$ cat config.mk
export PLATFORM = sky130hd
export DESIGN_NAME = wb_stage
export DESIGN_NICKNAME = d
export VERILOG_FILES = /design/src/rtl/riscv_defines.sv /design/src/rtl/lsu_align.sv /design/src/rtl/wb_stage.sv
export SDC_FILE = /design/constraint.sdc
export NUM_CORES = 1
export LEC_CHECK = 0
export ABC_AREA = 0
export BUFFER_PORTS_ARGS = -buffer_cell sky130_fd_sc_hd__buf_2
export CAP_MARGIN = 0
export CORE_MARGIN = 2
export CORE_UTILIZATION = 52
export DETAILED_ROUTE_END_ITERATION = 7
export HOLD_SLACK_MARGIN = 0.03
export PLACE_DENSITY_LB_ADDON = 0.05
export SLEW_MARGIN = 25
export SYNTH_ARGS = -nofsm -noshare
export SYNTH_HDL_FRONTEND = slang
export SYNTH_HIERARCHICAL = 1
export SYNTH_SLANG_ARGS = --single-unit
$ cat constraint.sdc
create_clock -name clk -period 5.4 [get_ports clk]
set_input_delay 0.54 -clock clk [delete_from_list [all_inputs] [get_ports clk]]
set_output_delay 0.54 -clock clk [all_outputs]
set_load 0.1 [all_outputs]
$ cat src/rtl/riscv_defines.sv
// Shared definitions for the write-back stage and its load/store alignment
// helper: datapath widths, memory access size encodings and the write-back
// controller state type.
package riscv_defines;

  localparam int unsigned WORD_WIDTH     = 32;
  localparam int unsigned REG_ADDR_WIDTH = 5;

  // Encoding of mem_size_i; MEM_ILLEGAL is always reported as misaligned.
  typedef enum logic [1:0] {
    MEM_BYTE    = 2'b00,
    MEM_HALF    = 2'b01,
    MEM_WORD    = 2'b10,
    MEM_ILLEGAL = 2'b11
  } mem_size_t;

  typedef enum logic [1:0] {
    IDLE    = 2'b00,
    REQ     = 2'b01,
    WAIT_RV = 2'b10
  } wb_state_t;

endpackage

$ cat src/rtl/lsu_align.sv
// Combinational load/store alignment helper.
//   offset_i      byte offset within the word (addr[1:0])
//   size_i        access size (byte/half/word/illegal)
//   sign_ext_i    sign-extend byte/half loads when set, zero-extend otherwise
//   store_data_i  raw store operand (rs2)
//   rdata_i       raw word returned by data memory
//   be_o          byte enables for the access
//   wdata_o       store data replicated across the byte lanes
//   load_data_o   selected and extended load value
//   misaligned_o  access violates natural alignment or uses an illegal size
module lsu_align
  import riscv_defines::*;
(
  input  logic [1:0]  offset_i,
  input  logic [1:0]  size_i,
  input  logic        sign_ext_i,
  input  logic [31:0] store_data_i,
  input  logic [31:0] rdata_i,
  output logic [3:0]  be_o,
  output logic [31:0] wdata_o,
  output logic [31:0] load_data_o,
  output logic        misaligned_o
);

  logic [31:0] lane;

  always_comb begin
    be_o         = '0;
    wdata_o      = store_data_i;
    misaligned_o = 1'b0;
    case (mem_size_t'(size_i))
      MEM_BYTE: begin
        be_o    = 4'b0001 << offset_i;
        wdata_o = {4{store_data_i[7:0]}};
      end
      MEM_HALF: begin
        be_o         = offset_i[1] ? 4'b1100 : 4'b0011;
        wdata_o      = {2{store_data_i[15:0]}};
        misaligned_o = offset_i[0];
      end
      MEM_WORD: begin
        be_o         = 4'b1111;
        misaligned_o = (offset_i != 2'b00);
      end
      default: misaligned_o = 1'b1;
    endcase
  end

  // Shift the addressed byte/half down to bit 0 before extension.
  assign lane = rdata_i >> {offset_i, 3'b000};

  always_comb begin
    load_data_o = rdata_i;
    case (mem_size_t'(size_i))
      MEM_BYTE: load_data_o = {{24{sign_ext_i & lane[7]}}, lane[7:0]};
      MEM_HALF: load_data_o = {{16{sign_ext_i & lane[15]}}, lane[15:0]};
      default:  load_data_o = rdata_i;
    endcase
  end

endmodule

$ cat src/rtl/wb_stage.sv
// Write-back stage: retires one instruction at a time from execute and drives
// the register-bank write port. ALU results are written back one cycle after
// acceptance; loads/stores run a req/gnt/rvalid data-memory transaction and
// stall execute (ex_ready_o low) until the response arrives.
//   clk, rst_n             clock, asynchronous active-low reset
//   ex_valid_i/ex_ready_o  execute handshake
//   alu_result_i           ALU result or byte address for memory ops
//   store_data_i           store operand
//   rd_addr_i, regwrite_en_i, mem_load_i, mem_store_i, mem_size_i,
//   mem_sign_ext_i         decoded instruction attributes
//   data_*                 data-memory request/response interface
//   wdata_wb_o, waddr_wb_o, wen_wb_o  register-bank write port
//   misaligned_o           one-cycle pulse for misaligned/illegal accesses
module wb_stage #(
  parameter int unsigned WORD_WIDTH     = 32,
  parameter int unsigned REG_ADDR_WIDTH = 5
) (
  input  logic                      clk,
  input  logic                      rst_n,
  input  logic                      ex_valid_i,
  output logic                      ex_ready_o,
  input  logic [WORD_WIDTH-1:0]     alu_result_i,
  input  logic [WORD_WIDTH-1:0]     store_data_i,
  input  logic [REG_ADDR_WIDTH-1:0] rd_addr_i,
  input  logic                      regwrite_en_i,
  input  logic                      mem_load_i,
  input  logic                      mem_store_i,
  input  logic [1:0]                mem_size_i,
  input  logic                      mem_sign_ext_i,
  output logic                      data_req_o,
  input  logic                      data_gnt_i,
  input  logic                      data_rvalid_i,
  output logic [WORD_WIDTH-1:0]     data_addr_o,
  output logic                      data_we_o,
  output logic [3:0]                data_be_o,
  output logic [WORD_WIDTH-1:0]     data_wdata_o,
  input  logic [WORD_WIDTH-1:0]     data_rdata_i,
  output logic [WORD_WIDTH-1:0]     wdata_wb_o,
  output logic [REG_ADDR_WIDTH-1:0] waddr_wb_o,
  output logic                      wen_wb_o,
  output logic                      misaligned_o
);
  import riscv_defines::*;

  wb_state_t                 state_q, state_d;
  logic [WORD_WIDTH-1:0]     addr_q, addr_d;
  logic                      we_q, we_d;
  logic [3:0]                be_q, be_d;
  logic [WORD_WIDTH-1:0]     wdata_q, wdata_d;
  logic [REG_ADDR_WIDTH-1:0] rd_q, rd_d;
  logic                      load_q, load_d;
  logic [1:0]                size_q, size_d;
  logic                      sext_q, sext_d;
  logic [1:0]                off_q, off_d;
  logic                      wen_q, wen_d;
  logic [WORD_WIDTH-1:0]     wb_data_q, wb_data_d;
  logic [REG_ADDR_WIDTH-1:0] wb_addr_q, wb_addr_d;
  logic                      mis_q, mis_d;

  logic                      sel_idle;
  logic [1:0]                al_off, al_size;
  logic                      al_sext;
  logic [3:0]                al_be;
  logic [WORD_WIDTH-1:0]     al_wdata, al_load;
  logic                      al_mis;

  // One aligner serves both directions: live inputs while IDLE (request
  // formation, misalignment check), captured attributes while a load is
  // outstanding (response extraction).
  assign sel_idle = (state_q == IDLE);
  assign al_off   = sel_idle ? alu_result_i[1:0] : off_q;
  assign al_size  = sel_idle ? mem_size_i        : size_q;
  assign al_sext  = sel_idle ? mem_sign_ext_i    : sext_q;

  lsu_align u_align (
    .offset_i     (al_off),
    .size_i       (al_size),
    .sign_ext_i   (al_sext),
    .store_data_i (store_data_i),
    .rdata_i      (data_rdata_i),
    .be_o         (al_be),
    .wdata_o      (al_wdata),
    .load_data_o  (al_load),
    .misaligned_o (al_mis)
  );

  always_comb begin
    state_d   = state_q;
    addr_d    = addr_q;
    we_d      = we_q;
    be_d      = be_q;
    wdata_d   = wdata_q;
    rd_d      = rd_q;
    load_d    = load_q;
    size_d    = size_q;
    sext_d    = sext_q;
    off_d     = off_q;
    wb_data_d = wb_data_q;
    wb_addr_d = wb_addr_q;
    wen_d     = 1'b0;
    mis_d     = 1'b0;
    case (state_q)
      IDLE: begin
        if (ex_valid_i) begin
          if (mem_load_i || mem_store_i) begin
            if (al_mis) begin
              mis_d = 1'b1;
            end else begin
              state_d = REQ;
              addr_d  = {alu_result_i[WORD_WIDTH-1:2], 2'b00};
              // A load takes precedence when both flags are set.
              we_d    = mem_store_i && !mem_load_i;
              be_d    = al_be;
              wdata_d = al_wdata;
              rd_d    = rd_addr_i;
              load_d  = mem_load_i;
              size_d  = mem_size_i;
              sext_d  = mem_sign_ext_i;
              off_d   = alu_result_i[1:0];
            end
          end else if (regwrite_en_i && (rd_addr_i != '0)) begin
            wen_d     = 1'b1;
            wb_data_d = alu_result_i;
            wb_addr_d = rd_addr_i;
          end
        end
      end
      REQ: begin
        if (data_gnt_i) state_d = WAIT_RV;
      end
      WAIT_RV: begin
        if (data_rvalid_i) begin
          state_d = IDLE;
          if (load_q && (rd_q != '0)) begin
            wen_d     = 1'b1;
            wb_data_d = al_load;
            wb_addr_d = rd_q;
          end
        end
      end
      default: state_d = IDLE;
    endcase
  end

  always_ff @(posedge clk or negedge rst_n) begin
    if (!rst_n) begin
      state_q   <= IDLE;
      addr_q    <= '0;
      we_q      <= 1'b0;
      be_q      <= '0;
      wdata_q   <= '0;
      rd_q      <= '0;
      load_q    <= 1'b0;
      size_q    <= '0;
      sext_q    <= 1'b0;
      off_q     <= '0;
      wen_q     <= 1'b0;
      wb_data_q <= '0;
      wb_addr_q <= '0;
      mis_q     <= 1'b0;
    end else begin
      state_q   <= state_d;
      addr_q    <= addr_d;
      we_q      <= we_d;
      be_q      <= be_d;
      wdata_q   <= wdata_d;
      rd_q      <= rd_d;
      load_q    <= load_d;
      size_q    <= size_d;
      sext_q    <= sext_d;
      off_q     <= off_d;
      wen_q     <= wen_d;
      wb_data_q <= wb_data_d;
      wb_addr_q <= wb_addr_d;
      mis_q     <= mis_d;
    end
  end

  assign ex_ready_o   = (state_q == IDLE);
  assign data_req_o   = (state_q == REQ);
  assign data_addr_o  = addr_q;
  assign data_we_o    = we_q;
  assign data_be_o    = be_q;
  assign data_wdata_o = wdata_q;
  assign wdata_wb_o   = wb_data_q;
  assign waddr_wb_o   = wb_addr_q;
  assign wen_wb_o     = wen_q;
  assign misaligned_o = mis_q;

endmodule
* Word-level counts from Yosys, hierarchy flattened
Cells that the tools add are included.
Word-level totals: word-level logic and storage cells 81, input port bits 112, flip-flop bits (word level) 119, output and inout port bits 110
Cells by class: bitwise gates (word level) 3, mux-type cells 36, equal/unequal tests 12, reduce and logical (&&, ||, !) cells 14, shift-type cells 2
Operators with widths (count):
- 32-bit case mux with 2 select lines | 3
- 32-bit two-way mux | 5
- 32-bit by 5-bit >> shifter with 16-bit output | 1
- 5-bit two-way mux | 5
- 2-bit two-way mux | 7
- 4-bit case mux with 3 select lines | 1
- 1-bit two-way mux | 10
- 2-bit != test (second input constant) | 5
- 5-bit case mux with 2 select lines | 1
- 5-bit nonzero test | 2
- 2-bit by 1-bit != test with 1-bit output (second input constant) | 3
- 2-bit case mux with 3 select lines | 1
- 6-bit AND reduction | 1
- 5-bit AND reduction | 1
- 2-bit by 1-bit equality test with 1-bit output (second input constant) | 2
- 2-bit equality test (second input constant) | 2
- 2-bit zero test | 2
- 4-bit two-way mux | 1
- 4-bit AND reduction | 1
- 2-bit nonzero test | 2
- 1-bit by 2-bit left shift with 4-bit output (first input constant) | 1
- 1-bit logical AND | 3
- 1-bit case mux with 3 select lines | 1
- 1-bit bitwise AND | 2
- other kinds (4) | 4

* Depth between registers and ports, before layout
word-level depth 8, depth in mapped cells 11, gate-level depth less buffers 8

* Modules after synthesis
Netlist, hierarchy kept.
By module, submodules not included:
- wb_stage | instances 1, area an instance 5059.9 um2, sequential area each 2977.9 um2, cells an instance 313
- lsu_align | instances 1, area an instance 1323.8 um2, sequential area each 0.0 um2, cells an instance 209

* Least setup slack after synthesis
Ideal clock, no wire load.
path type flip-flop to flip-flop, start register state_q[1], end register addr_q[23] (netlist: data_addr_o[23]), data required time 5.275 ns, slack 2.054 ns, buffers on the path 5, arrival time 3.220 ns, cell stages (with the launch flop) 12, clock period less this slack 3.346 ns, setup time 0.125 ns, cells stage by stage dfrtp_1 -> nor2_4 -> mux2_2 -> clkbuf_1 -> clkbuf_1 -> clkbuf_1 -> a21oi_1 -> nor2_1 -> nor3_2 -> buf_2 -> buf_4 -> mux2_2
On the way: longest elaborated chain between the ends 6, elaborated cells on any way between the ends 10, classes of those cells 2 x eq/ne; 3 x mux; 1 x bitwise; 4 x reduce/logical
Ends and longest elaborated chain:
- start, declared | line wb_stage.sv:45 | wb_state_t state_q, state_d;
- start signal, assigned | line wb_stage.sv:162 | state_q <= state_d;
- 2-bit zero test (*)
- via ex_ready_o | line wb_stage.sv:21 | output logic ex_ready_o,
- 2-bit two-way mux (*) | line wb_stage.sv:72 | assign al_size = sel_idle ? mem_size_i : size_q;
- via al_size[1] | line wb_stage.sv:61 | logic [1:0] al_off, al_size;
- 2-bit equality test, or another cell as far along | line lsu_align.sv:31 | case (mem_size_t'(size_i))
- 1-bit case mux with 3 select lines (*) | line lsu_align.sv:31
- via al_mis | line wb_stage.sv:65 | logic al_mis;
- 1-bit NOT (no line) (*)
- 4-bit AND reduction (no line) (*)
- end signal, assigned | line wb_stage.sv:163 | addr_q <= addr_d;
- end, declared | line wb_stage.sv:46 | logic [WORD_WIDTH-1:0] addr_q, addr_d;
Mark *: on every way through the listed nets, which the timed path passes. The rest lies on a longest branch. A chain may end at the register's enable or synchronous reset.

* Worst setup path in the final report
start register state_q[0], end register addr_q[21] (netlist: data_addr_o[21])
On the way: longest elaborated chain between the ends 6, elaborated cells on any way between the ends 10, classes of those cells 2 x eq/ne; 3 x mux; 1 x bitwise; 4 x reduce/logical
Ends and longest elaborated chain:
- 2-bit zero test (*) | line wb_stage.sv:70 | assign sel_idle = (state_q == IDLE);
- 2-bit two-way mux (*) | line wb_stage.sv:72
- via al_size[0] | line wb_stage.sv:61
- 2-bit equality test, or another cell as far along | line lsu_align.sv:31
- 1-bit case mux with 3 select lines (*) | line lsu_align.sv:31
- via al_mis | line wb_stage.sv:65
- 1-bit NOT (no line) (*)
- 4-bit AND reduction (no line) (*)
Marks and branches as above.

==> run metrics <==
post-CTS sizing 0; # rows 40; ant diodes 0; Post-Route WL between 15000 and 20000 um; largest net degree at the start of global routing 69; hpwl dp 11500 um; fin nets ~830; clock-pin slew of the registers on the worst-case setup and hold paths ~0.050 ns; most used cell, CP mux2_2; worst hold path class input pin to async pin; CTS Buffer Depth 2; CTS root buf clkbuf_16; Worst Setup SP state_q[0]; average cell area after synthesis 12.2 um2; TritonCTS buffer count 17; crit-path cells nor2_4 -> mux2_2 -> nor3_1 -> nor2_1 -> nor3_4 -> buf_4 -> mux2_2; # Post-CTS Setup Buffers 0; antenna violations before repair 1; die area between 10000 and 15000 um2; Area Growth Syn to Fin 26.6%; setup TNS 0 ns; vias per cell between 5 and 6; R2R depth 7; CTS tree done; clk_lat worst skew between 0.4 and 0.5 ns; chip width approximately 110 um; post-synthesis async set-or-reset flop share 100%; crit path max fanout 31; H-tree Lvls 4; Final Wtd Congestion just over 0.8; top cells by count, synth 153 x mux2_2, 119 x dfrtp_1, 42 x nand2_1; first-pass GRT wire length ~25000 um; vias post-DR roughly 4700; top post-synthesis cells by area dfrtp_1 47%, mux2_2 27%, mux2_4 4.5%; wire length per cell 17.9 um; ANT nets after route 0; core area 12000 um2; Die H ~110 um; Post-synth top flop dfrtp_1; top cell type's share of synthesized area a little under half; clk sinks ~120; RR Startpoint state_q[0]; CP Capture Point data_addr_o[21]; crit path launch type register; critical path's slowest cell nor3_4; worst path arrival time approximately 3.9 ns; Worst-Margin Slew between 1 and 1.5 ns; Synth Cell Area 6380 um2; final-report max-slew violation count 0; total congestion overflow 0; Setup violations, final 0; #FFs+latches synth 119; worst reg2reg endpoint data_addr_o[21]; Post-synth EDFFs 0; crit share post-route about 66%; Clock Skews just over 0.008 ns; vias in the first global route around 4800; DR DRC count 0; ratio of cells with drive above 1 in the final layout about 60%; drt pass-1 iters 4; GRT Total Usage 24.4%; outcome complete, no violations; Largest stage delay, worst path 0.85 ns; post-synth top area cell dfrtp_1; fmax between 200 and 300 MHz; CP Data Required Time 5.70 ns; most numerous cell in the Yosys netlist mux2_2; final core utilization roughly two thirds; cells after synthesis around 520; total I/O pin count around 220; post-synthesis sequential area ratio a little under half; final worst path period need 3.56 ns; Starting Density between 50 and 60%; slew margin rel. around a third; # fillers between 900 and 1000; Distinct cells, synth 35; max_cap viols 0; synth warn 6; Crit Path Category register to register; setup slack, reg-to-reg between 1.5 and 2 ns; DRT iter0 DRCs 215; Port Buffers 219; Hold Buf Count CTS 0; CP endpoint kind register; RSZ-0062 raised after global routing false; Final Hold Violating Endpoints 0
-- metal layers --
layer	share of wire, %	global-route usage (%)	up-vias	routed length, um
met5	0.082	0	-	13
li1	-	-	2253	-
met1	45	33.0	2270	7060
met3	6.7	6.75	16	1050
met4	1.1	8.76	2	180
met2	47	38.2	172	7490
-- cell type report --
| cell class | instances | area (um2) | share of cell area, % |
|---|---|---|---|
| sequential | 119 | 2980 | 36.8 |
| inverter | 4 | 15.0 | 0.186 |
| tap | 147 | 184 | 2.28 |
| multi-input combinational | 354 | 3140 | 38.9 |
| clock buffer | 28 | 537 | 6.64 |
| timing repair buffer | 226 | 1190 | 14.7 |
| clock inverter | 2 | 35.0 | 0.433 |
-- worst max-delay path, delay by kind of cell, from the launching register on --
family / cells / cell delay (ns)
simple gates: 4 / 1.45
mux: 2 / 1.02
buf+inv: 1 / 0.51
flops: 1 / 0.43
-- sequential cells by signal (all words and copies together), names as in the netlist, 2 cells and up --
name          cells
data_addr_o      30
data_be_o         4
size_q            2
wdata_wb_o       32
waddr_wb_o        5
off_q             2
state_q           2
data_wdata_o     32
rd_q              5
-- how the worst min path moves through the flow --
stage / start / endpoint / slack [ns] / cells past startpoint
final: rst_n / data_wdata_o[17] / 0.21 / 1
after global placement: data_wdata_o[19] / data_wdata_o[19] / 0.48 / 1
after detailed placement: data_addr_o[29] / data_addr_o[29] / 0.49 / 1
after floorplan: rst_n / data_addr_o[10] / 0.24 / 0
after global routing: rst_n / data_wdata_o[17] / 0.28 / 1
after CTS: rst_n / data_wdata_o[17] / 0.24 / 1
-- through the flow --
stage               instances  setup WS, ns  area [um2]  hold slack, ns
finish                    880          1.84        8080           0.214
detailed placement        850          1.85        7510           0.490
CTS                       880          1.83        8080           0.239
global placement          848          1.95        7460           0.484
global route              880          1.59        8080           0.280
floorplan                 523          2.05        6390           0.244
-- placed cells by master (no fill, tap or decap), types with 2 or more instances in the layout --
master / n
buf_2: 218
clkbuf_16: 17
buf_4: 6
nand2b_1: 2
nor3b_1: 2
conb_1: 2
nand2_1: 42
or4_1: 2
nor3_1: 3
nor2_1: 15
mux2_4: 19
buf_16: 2
mux2i_1: 26
a21oi_1: 37
dfrtp_1: 119
clkbuf_8: 7
mux2_2: 153
inv_1: 3
clkbuf_1: 4
nor2b_1: 11
o2bb2ai_1: 8
o21ai_0: 17
-- cells by family after synthesis --
| group | share of synthesized area, % |
|---|---|
| mux | 35.9 |
| flops | 46.6 |
| simple gates | 5.98 |
| compound gates | 6.94 |
| buf+inv | 4.49 |
| other cells | 0.0587 |
Power is not shown: default switching activity piles up to over one toggle a cycle in this logic, so the estimate is an artifact.
